File: src/rtl/video_pattern_streamer_pkg.sv
// Shared types and helpers for the synthetic video pattern streamer.
package video_pkg;

  typedef enum logic [2:0] {
    PAT_SOLID = 3'd0,
    PAT_BARS  = 3'd1,
    PAT_GRAD  = 3'd2,
    PAT_CHECK = 3'd3,
    PAT_MBAR  = 3'd4
  } pat_mode_e;

  typedef enum logic {
    IDLE   = 1'b0,
    STREAM = 1'b1
  } state_e;

  // Which channels are lit; the level applied to lit channels is chosen by the pattern.
  typedef struct packed {
    logic r;
    logic g;
    logic b;
  } rgb_t;

  function automatic rgb_t rgb_from_idx(input logic [2:0] idx);
    rgb_t p;
    p.r = idx[2];
    p.g = idx[1];
    p.b = idx[0];
    return p;
  endfunction

  // First x belonging to colour bar idx: smallest x with x*8 >= idx*h_active.
  function automatic int bar_bound(input int h_active, input int idx);
    return (idx * h_active + 7) / 8;
  endfunction

endpackage

File: src/rtl/video_pattern_gen.sv
// Combinational pixel colour for coordinate (x, y) under the selected pattern.
module video_pattern_gen
  import video_pkg::*;
#(
  parameter int H_ACTIVE   = 640,
  parameter int V_ACTIVE   = 480,
  parameter int BPC        = 8,
  parameter int CHECK_LOG2 = 5,
  parameter int BAR_W      = 32,
  localparam int XW = $clog2(H_ACTIVE),
  localparam int YW = $clog2(V_ACTIVE)
) (
  input  logic [XW-1:0]    x,
  input  logic [YW-1:0]    y,
  input  logic [2:0]       mode,
  input  logic [XW-1:0]    bar_pos,
  input  logic [BPC-1:0]   grad,
  output logic [3*BPC-1:0] data
);

  localparam logic [XW:0] H_EXT = (XW+1)'(H_ACTIVE);

  logic [2:0]     bar_idx;
  logic [XW:0]    bar_off;
  logic           chk_bit;
  logic [BPC-1:0] lvl;
  rgb_t           on;

  always_comb begin
    bar_idx = '0;
    for (int i = 1; i < 8; i++) begin
      if (32'(x) >= 32'(bar_bound(H_ACTIVE, i))) bar_idx = 3'(i);
    end
    // Distance from the bar's left edge, wrapping around the line.
    bar_off = (x >= bar_pos) ? ({1'b0, x} - {1'b0, bar_pos})
                             : ({1'b0, x} + H_EXT - {1'b0, bar_pos});
    chk_bit = 1'((32'(x) >> CHECK_LOG2) ^ (32'(y) >> CHECK_LOG2));
    lvl = '1;
    case (mode)
      PAT_SOLID: on = rgb_from_idx(3'd7);
      PAT_BARS:  on = rgb_from_idx(bar_idx);
      PAT_GRAD: begin
        on  = rgb_from_idx(3'd7);
        lvl = grad;
      end
      PAT_CHECK: on = rgb_from_idx({3{chk_bit}});
      PAT_MBAR:  on = rgb_from_idx({3{32'(bar_off) < 32'(BAR_W)}});
      default:   on = rgb_from_idx(3'd0);
    endcase
  end

  assign data = {on.r ? lvl : '0, on.g ? lvl : '0, on.b ? lvl : '0};

endmodule

File: src/rtl/video_pattern_streamer.sv
// Frame-based valid/ready RGB test-pattern source with sop/eop markers.
// state  | meaning
// IDLE   | no frame in progress, waiting for enable
// STREAM | a frame is being presented, output register holds the pending pixel
module video_pattern_streamer
  import video_pkg::*;
#(
  parameter int H_ACTIVE   = 640,
  parameter int V_ACTIVE   = 480,
  parameter int BPC        = 8,
  parameter int CHECK_LOG2 = 5,
  parameter int BAR_W      = 32,
  parameter int BAR_STEP   = 4
) (
  input  logic             clk,
  input  logic             rst_n,
  input  logic             enable,
  input  logic [2:0]       mode,
  input  logic             out_ready,
  output logic             out_valid,
  output logic [3*BPC-1:0] out_data,
  output logic             out_sop,
  output logic             out_eop,
  output logic [15:0]      frame_count,
  output logic             busy
);

  localparam int XW = $clog2(H_ACTIVE);
  localparam int YW = $clog2(V_ACTIVE);
  localparam int FMAX = (1 << BPC) - 1;
  localparam logic [XW-1:0]  X_LAST   = XW'(H_ACTIVE - 1);
  localparam logic [YW-1:0]  Y_LAST   = YW'(V_ACTIVE - 1);
  localparam logic [BPC-1:0] GRAD_Q   = BPC'(FMAX / (H_ACTIVE - 1));
  localparam logic [XW:0]    GRAD_R   = (XW+1)'(FMAX % (H_ACTIVE - 1));
  localparam logic [XW:0]    GRAD_DIV = (XW+1)'(H_ACTIVE - 1);
  localparam logic [XW:0]    H_EXT    = (XW+1)'(H_ACTIVE);
  localparam logic [XW:0]    STEP     = (XW+1)'(BAR_STEP);

  state_e           state_q, state_d;
  logic [XW-1:0]    x_q, x_n;
  logic [YW-1:0]    y_q, y_n;
  logic [XW-1:0]    bar_q, bar_n, bar_eff;
  logic [XW:0]      bar_sum;
  logic [BPC-1:0]   grad_q, grad_n;
  logic [XW:0]      grad_r_q, grad_r_n, r_sum;
  logic [2:0]       mode_q, mode_sel;
  logic             valid_q, valid_d, sop_q, eop_q, eop_n;
  logic [3*BPC-1:0] data_q, pix_n;
  logic [15:0]      fc_q;
  logic             xfer, load, start, frame_done;

  assign xfer = valid_q & out_ready;

  always_comb begin
    state_d    = state_q;
    valid_d    = valid_q;
    load       = 1'b0;
    start      = 1'b0;
    frame_done = 1'b0;
    unique case (state_q)
      IDLE: begin
        if (enable) begin
          start   = 1'b1;
          load    = 1'b1;
          valid_d = 1'b1;
          state_d = STREAM;
        end
      end
      STREAM: begin
        if (xfer) begin
          load = 1'b1;
          if (eop_q) begin
            frame_done = 1'b1;
            if (enable) begin
              start = 1'b1;
            end else begin
              load    = 1'b0;
              valid_d = 1'b0;
              state_d = IDLE;
            end
          end
        end
      end
      default: state_d = IDLE;
    endcase
  end

  // Gradient level is floor(x*FMAX/(H-1)) tracked as quotient plus remainder.
  always_comb begin
    x_n   = x_q + XW'(1);
    y_n   = y_q;
    r_sum = grad_r_q + GRAD_R;
    if (r_sum >= GRAD_DIV) begin
      grad_r_n = r_sum - GRAD_DIV;
      grad_n   = grad_q + GRAD_Q + BPC'(1);
    end else begin
      grad_r_n = r_sum;
      grad_n   = grad_q + GRAD_Q;
    end
    if (start) begin
      x_n      = '0;
      y_n      = '0;
      grad_n   = '0;
      grad_r_n = '0;
    end else if (x_q == X_LAST) begin
      x_n      = '0;
      y_n      = y_q + YW'(1);
      grad_n   = '0;
      grad_r_n = '0;
    end
  end

  assign bar_sum  = {1'b0, bar_q} + STEP;
  assign bar_n    = (bar_sum >= H_EXT) ? XW'(bar_sum - H_EXT) : XW'(bar_sum);
  assign bar_eff  = frame_done ? bar_n : bar_q;
  assign mode_sel = start ? mode : mode_q;
  assign eop_n    = (x_n == X_LAST) && (y_n == Y_LAST);

  video_pattern_gen #(
    .H_ACTIVE  (H_ACTIVE),
    .V_ACTIVE  (V_ACTIVE),
    .BPC       (BPC),
    .CHECK_LOG2(CHECK_LOG2),
    .BAR_W     (BAR_W)
  ) u_gen (
    .x      (x_n),
    .y      (y_n),
    .mode   (mode_sel),
    .bar_pos(bar_eff),
    .grad   (grad_n),
    .data   (pix_n)
  );

  always_ff @(posedge clk or negedge rst_n) begin
    if (!rst_n) begin
      state_q  <= IDLE;
      x_q      <= '0;
      y_q      <= '0;
      bar_q    <= '0;
      grad_q   <= '0;
      grad_r_q <= '0;
      mode_q   <= '0;
      valid_q  <= 1'b0;
      sop_q    <= 1'b0;
      eop_q    <= 1'b0;
      data_q   <= '0;
      fc_q     <= '0;
    end else begin
      state_q <= state_d;
      valid_q <= valid_d;
      if (start) mode_q <= mode;
      if (frame_done) begin
        fc_q  <= fc_q + 16'd1;
        bar_q <= bar_n;
      end
      if (load) begin
        x_q      <= x_n;
        y_q      <= y_n;
        grad_q   <= grad_n;
        grad_r_q <= grad_r_n;
        data_q   <= pix_n;
        sop_q    <= start;
        eop_q    <= eop_n;
      end else if (!valid_d) begin
        sop_q <= 1'b0;
        eop_q <= 1'b0;
      end
    end
  end

  assign out_valid   = valid_q;
  assign out_data    = data_q;
  assign out_sop     = sop_q;
  assign out_eop     = eop_q;
  assign frame_count = fc_q;
  assign busy        = (state_q == STREAM);

endmodule

File: config.mk
export PLATFORM = sky130hd
export DESIGN_NAME = video_pattern_streamer
export DESIGN_NICKNAME = d
export VERILOG_FILES = /design/src/rtl/video_pattern_streamer_pkg.sv /design/src/rtl/video_pattern_gen.sv /design/src/rtl/video_pattern_streamer.sv
export SDC_FILE = /design/constraint.sdc
export NUM_CORES = 1
export LEC_CHECK = 0
export ABC_AREA = 1
export BUFFER_PORTS_ARGS = -buffer_cell sky130_fd_sc_hd__buf_4
export CAP_MARGIN = 20
export CORE_MARGIN = 3
export CORE_UTILIZATION = 45
export CTS_BUF_LIST = sky130_fd_sc_hd__clkbuf_4 sky130_fd_sc_hd__clkbuf_8
export CTS_CLUSTER_SIZE = 40
export DETAILED_ROUTE_END_ITERATION = 8
export HOLD_SLACK_MARGIN = 0.02
export PLACE_DENSITY_LB_ADDON = 0.15
export SLEW_MARGIN = 20
export SYNTH_ARGS = -nofsm -noshare
export SYNTH_HDL_FRONTEND = slang
export SYNTH_SLANG_ARGS = --single-unit
File: constraint.sdc
create_clock -name clk -period 11.8 [get_ports clk]
set_input_delay 1.18 -clock clk [delete_from_list [all_inputs] [get_ports clk]]
set_output_delay 1.18 -clock clk [all_outputs]
set_load 0.05 [all_outputs]
======== After elaboration in Yosys (flattened, before gate mapping) ========
Index checks and enable logic that the tools add are counted.
word-level totals
  register bits ........................... 95
  input port bits ......................... 7
  output and inout bits ................... 44
  word-level logic and storage cells ...... 94
operators by class
  $add $sub $neg .......................... 11
  magnitude comparators ................... 11
  eq/ne operators ......................... 8
  muxes and demuxes ....................... 46
  bitwise gates (word level) .............. 3
  reduce and logical (&&, ||, !) cells .... 3
operators with widths
  kind                      count
  $mux W8                   7
  $mux W11                  4
  $mux W10                  4
  $ge A10 B9 Y1 const B     3
  $ge A11 B10 Y1 const B    2
  $mux W3                   7
  $eq A10 B10 Y1 const B    2
  $ge A10 B8 Y1 const B     2
  $mux W9                   2
  $mux W1                   17
  $add A16 B1 Y16 const B   1
  $pmux W3 S4               1
  $add A10 B10 Y11 const B  1
  $add A10 B3 Y11 const B   1
  $add A11 B8 Y11 const B   1
  $lt A11 B6 Y1 const B     1
  $sub A10 B10 Y11          1
  $sub A11 B10 Y11          1
  $sub A11 B10 Y11 const B  1
  $add A10 B1 Y10 const B   1
  $ge A10 B10 Y1            1
  $ge A10 B10 Y1 const B    1
  $ge A10 B7 Y1 const B     1
  $sub A10 B10 Y10 const B  1
  other kinds (14)          18

======== Depth between registers and ports, before layout ========
  depth in word-level cells ............... 15
  gate-level depth with buffers ........... 34
  depth with buffers taken out ............ 34

======== By module ========
Synthesis repeated with hierarchy kept, for this count alone.
unflattened totals
  cell total of the unflattened synthesis .. 1038
  area, all modules ....................... 6989.2 µm²
modules (own cells, without submodules)
  module                  instances  cells each  area an instance (µm²)
  video_pattern_streamer  1          727         5405.2
  video_pattern_gen       1          311         1584.0

======== Least setup slack after synthesis ========
OpenSTA, ideal clock, no wires.
  path type ............................... input -> register
  from .................................... input out_ready
  to ...................................... register data_q[0] (netlist: out_data[0])
  library setup time ...................... 66 ps
  arrival time ............................ 4261 ps
  data required time ...................... 11734 ps
  slack ................................... 7473 ps
  cell stages on the path ................. 26
  cells stage by stage .................... nand3_1 nor2_1 clkbuf_1 or2_2 o21ai_0 ha_1 inv_1 fa_1 inv_1 nand2_1 o21ai_0 nand2_1 nand2_1 nand2_1 nand2_1 xor2_1 nand3_1 nor2_1 nand3_1 nand3_1 nand2_1 inv_2 nand2_4 nand3_4 nand2_1 nand2_1
on the way
  longest elaborated chain between the ends .. 14
  elaborated cells between the ends (all ways) .. 42
  classes of those cells .................. add/sub (3); order compare (9); eq/ne (4); mux (22); bitwise (2); reduce/logical (2)
ends and longest elaborated chain
  item                                                       RTL line                       source
  start, declared                                            video_pattern_streamer.sv:19   input logic out_ready,
  $and A1 B1 Y1 *                                            video_pattern_streamer.sv:52   assign xfer = valid_q & out_ready;
  branches (longest 13 deep; another with $add A10 B10 Y11)  -
  end signal, assigned                                       video_pattern_streamer.sv:161  data_q <= pix_n;
  end, declared                                              video_pattern_streamer.sv:48   logic [3*BPC-1:0] data_q, pix_n;
Every way passes the cells marked *.
A chain may end at the register's enable or synchronous reset.

======== Worst setup path in the final report ========
  from .................................... input out_ready
  to ...................................... register data_q[12] (netlist: out_data[12])
on the way
  longest elaborated chain between the ends .. 13
  elaborated cells between the ends (all ways) .. 40
  classes of those cells .................. add/sub (3); order compare (8); eq/ne (4); mux (21); bitwise (2); reduce/logical (2)
ends and longest elaborated chain
  item                                                       RTL line
  $and A1 B1 Y1 *                                            video_pattern_streamer.sv:52
  branches (longest 12 deep; another with $add A10 B10 Y11)  -
Marked as above.

==> results.toml <==
[layout]
finish.net_count = 891
fraction_of_layout_cells_with_a_size_suffix_above_1_pct = 12.7
mostFrequentLayoutCell = "nand2_1"
area_growth_syn_to_layout_pct = 12.1
num_antenna_cells = 0
most_frequent_cells_in_the_layout = "nand2_1 (236), inv_1 (105), dfrtp_1 (93)"
filler_cell_count = 1247
layout.core_utilization_pct = 52.6

[run]
drv_cap = 0

[clock_tree]
clock_sink_count = 93
cts_buffers = 9
tritoncts = "built"
htree_num_levels = 3
resize_count_post_cts = 0
buffers_inserted_during_post_cts_setup_optimization = 0
cts_max_path_buffers = 2
clk_latency_ps = 380
holdBufCountCts = 0
ctsRootBufferMaster = "clkbuf_8"
clock_pin_slew_of_the_registers_on_the_worst_case_setup_and_hold_paths_ps = 100

[detailed_routing]
routed_antenna_nets = 0
m1WireLength_mm = 6.83
detailedRoute.firstPassIterationCount = 5
postRouteWirelength_mm = 14.6
routed-wl-met2_mm = 6.89
wl_per_cell_um = 14.1
post_drt_via_cell_ratio = 5.23
dr_total_vias = 5392
dr.max_layer_used = "met4"
remaining_drc_errors = 0
met3RoutedLength_um = 714
detail_route.iter0.violations = 298

[outcome]
status = "complete, no violations"

[critical_path]
reg2reg_depth = 31
criticalPathCategory = "in2reg"
cp_slowest_stage_delay_ps = 530
timing.critical_path.depth = 26
reg2reg_setup_slack_ps = 7220
crit_family = "simple AND/OR/NAND/NOR gates"
critPathLaunchType = "input pin"
crit_top_cell = "nand2_1"
cp.required_ps = 12120
crit-reg2reg-launch = "bar_q[2]"
worst-endpoint-arrival_ps = 4950
worst-path-buf-inv = 5
critPathMaxFanout = 13
timing.rr.end = "out_data[12]"
crit_path_top_delay_cell = "nor2_2"
worstSetupEndpointType = "flip-flop"

[yosys]
synth_area_mm2 = 0.00604
synth_async_sr_flop_share_pct = 100
ys_dominant_reg_cell = "dfrtp_1"
synth_enable_flop_cells = 0
syn_area_per_cell_um2 = 7.51
synthesis.nets = 841
post_synth_inst_count = 804
synth_seq_cells = 93
seq_area_frac_synth_pct = 38.5
ys_warn_count = 0
synth.lib_cells_used.distinct = 43

[worst_hold_path]
min-delay-start = "frame_count[15]"
timing.hold.worst_path_depth = 1
min_path_type = "reg2reg"
worst_hold_path.endpoint = "frame_count[15]"

[global_routing]
global_route.usage.total_pct = 20.8
global_route.overflow_total = 0
via_count_of_the_first_global_routing_pass = 5275
antenna_found_initial = 0
global_route_wire_length_before_repair_mm = 25.0
grt_max_degree = 82

[timing]
post-route-min-period_ps = 4630
totalNegativeSetupSlack_ps = 0
hold-worst-slack_ps = 471
clock-skew-final_ps = 15.9
setup_viol_count_final = 0
period_utilization_pct = 39.2
fmaxAchievable_mhz = 216
final_max_slew_viol_count = 0
slew_at_the_pin_closest_to_its_max_slew_limit_ps = 736
max_slew_margin_pct = 50.7
setup_slack_ps = 7170
grt_setup_unrepaired = "false"
hold_viol = 0

[floorplan]
floorplan.initialDensity_pct = 46.9
fp-row-count = 41
dieHeight_um = 122
core-area_mm2 = 0.0129
design.die.area_mm2 = 0.0148
boundaryPins = 51
die-width_um = 122

[power_and_ir_drop]
fin_total_pwr_mw = 1.37
reported_leakage_power_nw = 3.58
power.ir.vdd_worst_uv = 176
power.density_mw_per_mm2 = 202

[place]
detailedPlace.worstSlack_ps = 6510
buffer_ports.inserted = 50
place.detailed.hpwl_mm = 11.1
place_congestion = 0.922
metal layers:
metal | up-vias | track usage [%]
met5 | - | 0
met4 | 0 | 4.27
met3 | 11 | 4.64
met2 | 111 | 34.1
met1 | 2582 | 28.6
li1 | 2688 | -
flip-flops by register name, indices dropped and copies added, names as in the netlist:
signal       flops
busy             1
grad_q           8
bar_q            8
out_sop          1
frame_count     16
out_valid        1
grad_r_q        11
x_q             10
y_q              9
out_data        24
mode_q           3
out_eop          1
layout make-up:
class / instances / area [µm²] / area share (%)
inverter: 116 / 435 / 6.43
clock buffer: 10 / 131 / 1.94
tap: 172 / 215 / 3.18
multi-input combinational: 582 / 3210 / 47.5
sequential: 93 / 2330 / 34.4
clock inverter: 6 / 53.8 / 0.795
timing repair buffer: 52 / 394 / 5.82
report_power, final:
group / leakage, nW / internal, mW / total [mW] / switching (mW)
Combinational: 2.27 / 0.228 / 0.716 / 0.488
Clock: 0.0932 / 0.0831 / 0.207 / 0.124
Sequential: 1.22 / 0.388 / 0.445 / 0.0576
Total: 3.58 / 0.699 / 1.37 / 0.670
synthesized netlist by cell type (3+ instances only):
cell type	instances	share of area (%)
xor2_1	31	4.5
o21ai_0	56	4.6
nor3_1	11	0.91
fa_1	4	1.3
o31ai_1	4	0.50
nand2_2	5	0.52
nor4_1	6	0.62
inv_2	9	0.56
nand3_2	4	0.66
nand3_1	53	4.4
nand4_1	16	1.7
a31oi_1	3	0.31
o21ai_1	4	0.33
inv_1	105	6.5
nand3_4	4	1.2
o22ai_1	8	0.83
clkbuf_1	11	0.68
a21oi_1	20	1.7
nor2_1	49	3.0
nor3_2	4	0.66
nand2_1	236	15
or2_2	4	0.41
xnor2_1	11	1.6
ha_1	26	5.4
nand2_4	5	0.93
dfrtp_1	93	39
or2_1	3	0.31
through the flow:
stage,cell area (µm²),std cells
final,6770,1031
after detailed placement,6580,1015
after global placement,6580,1015
after CTS,6770,1031
after global routing,6770,1031
after floorplan,6040,804
logic make-up after synthesis:
| group | count (synthesis) | synth area share, % |
|---|---|---|
| xor gates and xnor gates | 42 | 6.09 |
| and+or+nand+nor | 407 | 31.1 |
| buffers and inverters | 129 | 8.27 |
| AOI/OAI and AO/OA | 103 | 9.30 |
| DFF | 93 | 38.5 |
| adders and majority gates | 30 | 6.71 |
worst max path at each step:
stage,start,end,slack (ps)
2_1_floorplan,out_ready,out_data[0],7470
3_5_place_dp,out_ready,out_data[14],6510
6_report,out_ready,out_data[12],7170
4_1_cts,out_ready,out_data[12],6910
5_1_grt,bar_q[2],out_data[8],6730
3_3_place_gp,out_ready,out_data[13],6700
(Power assumes the default switching activity.)
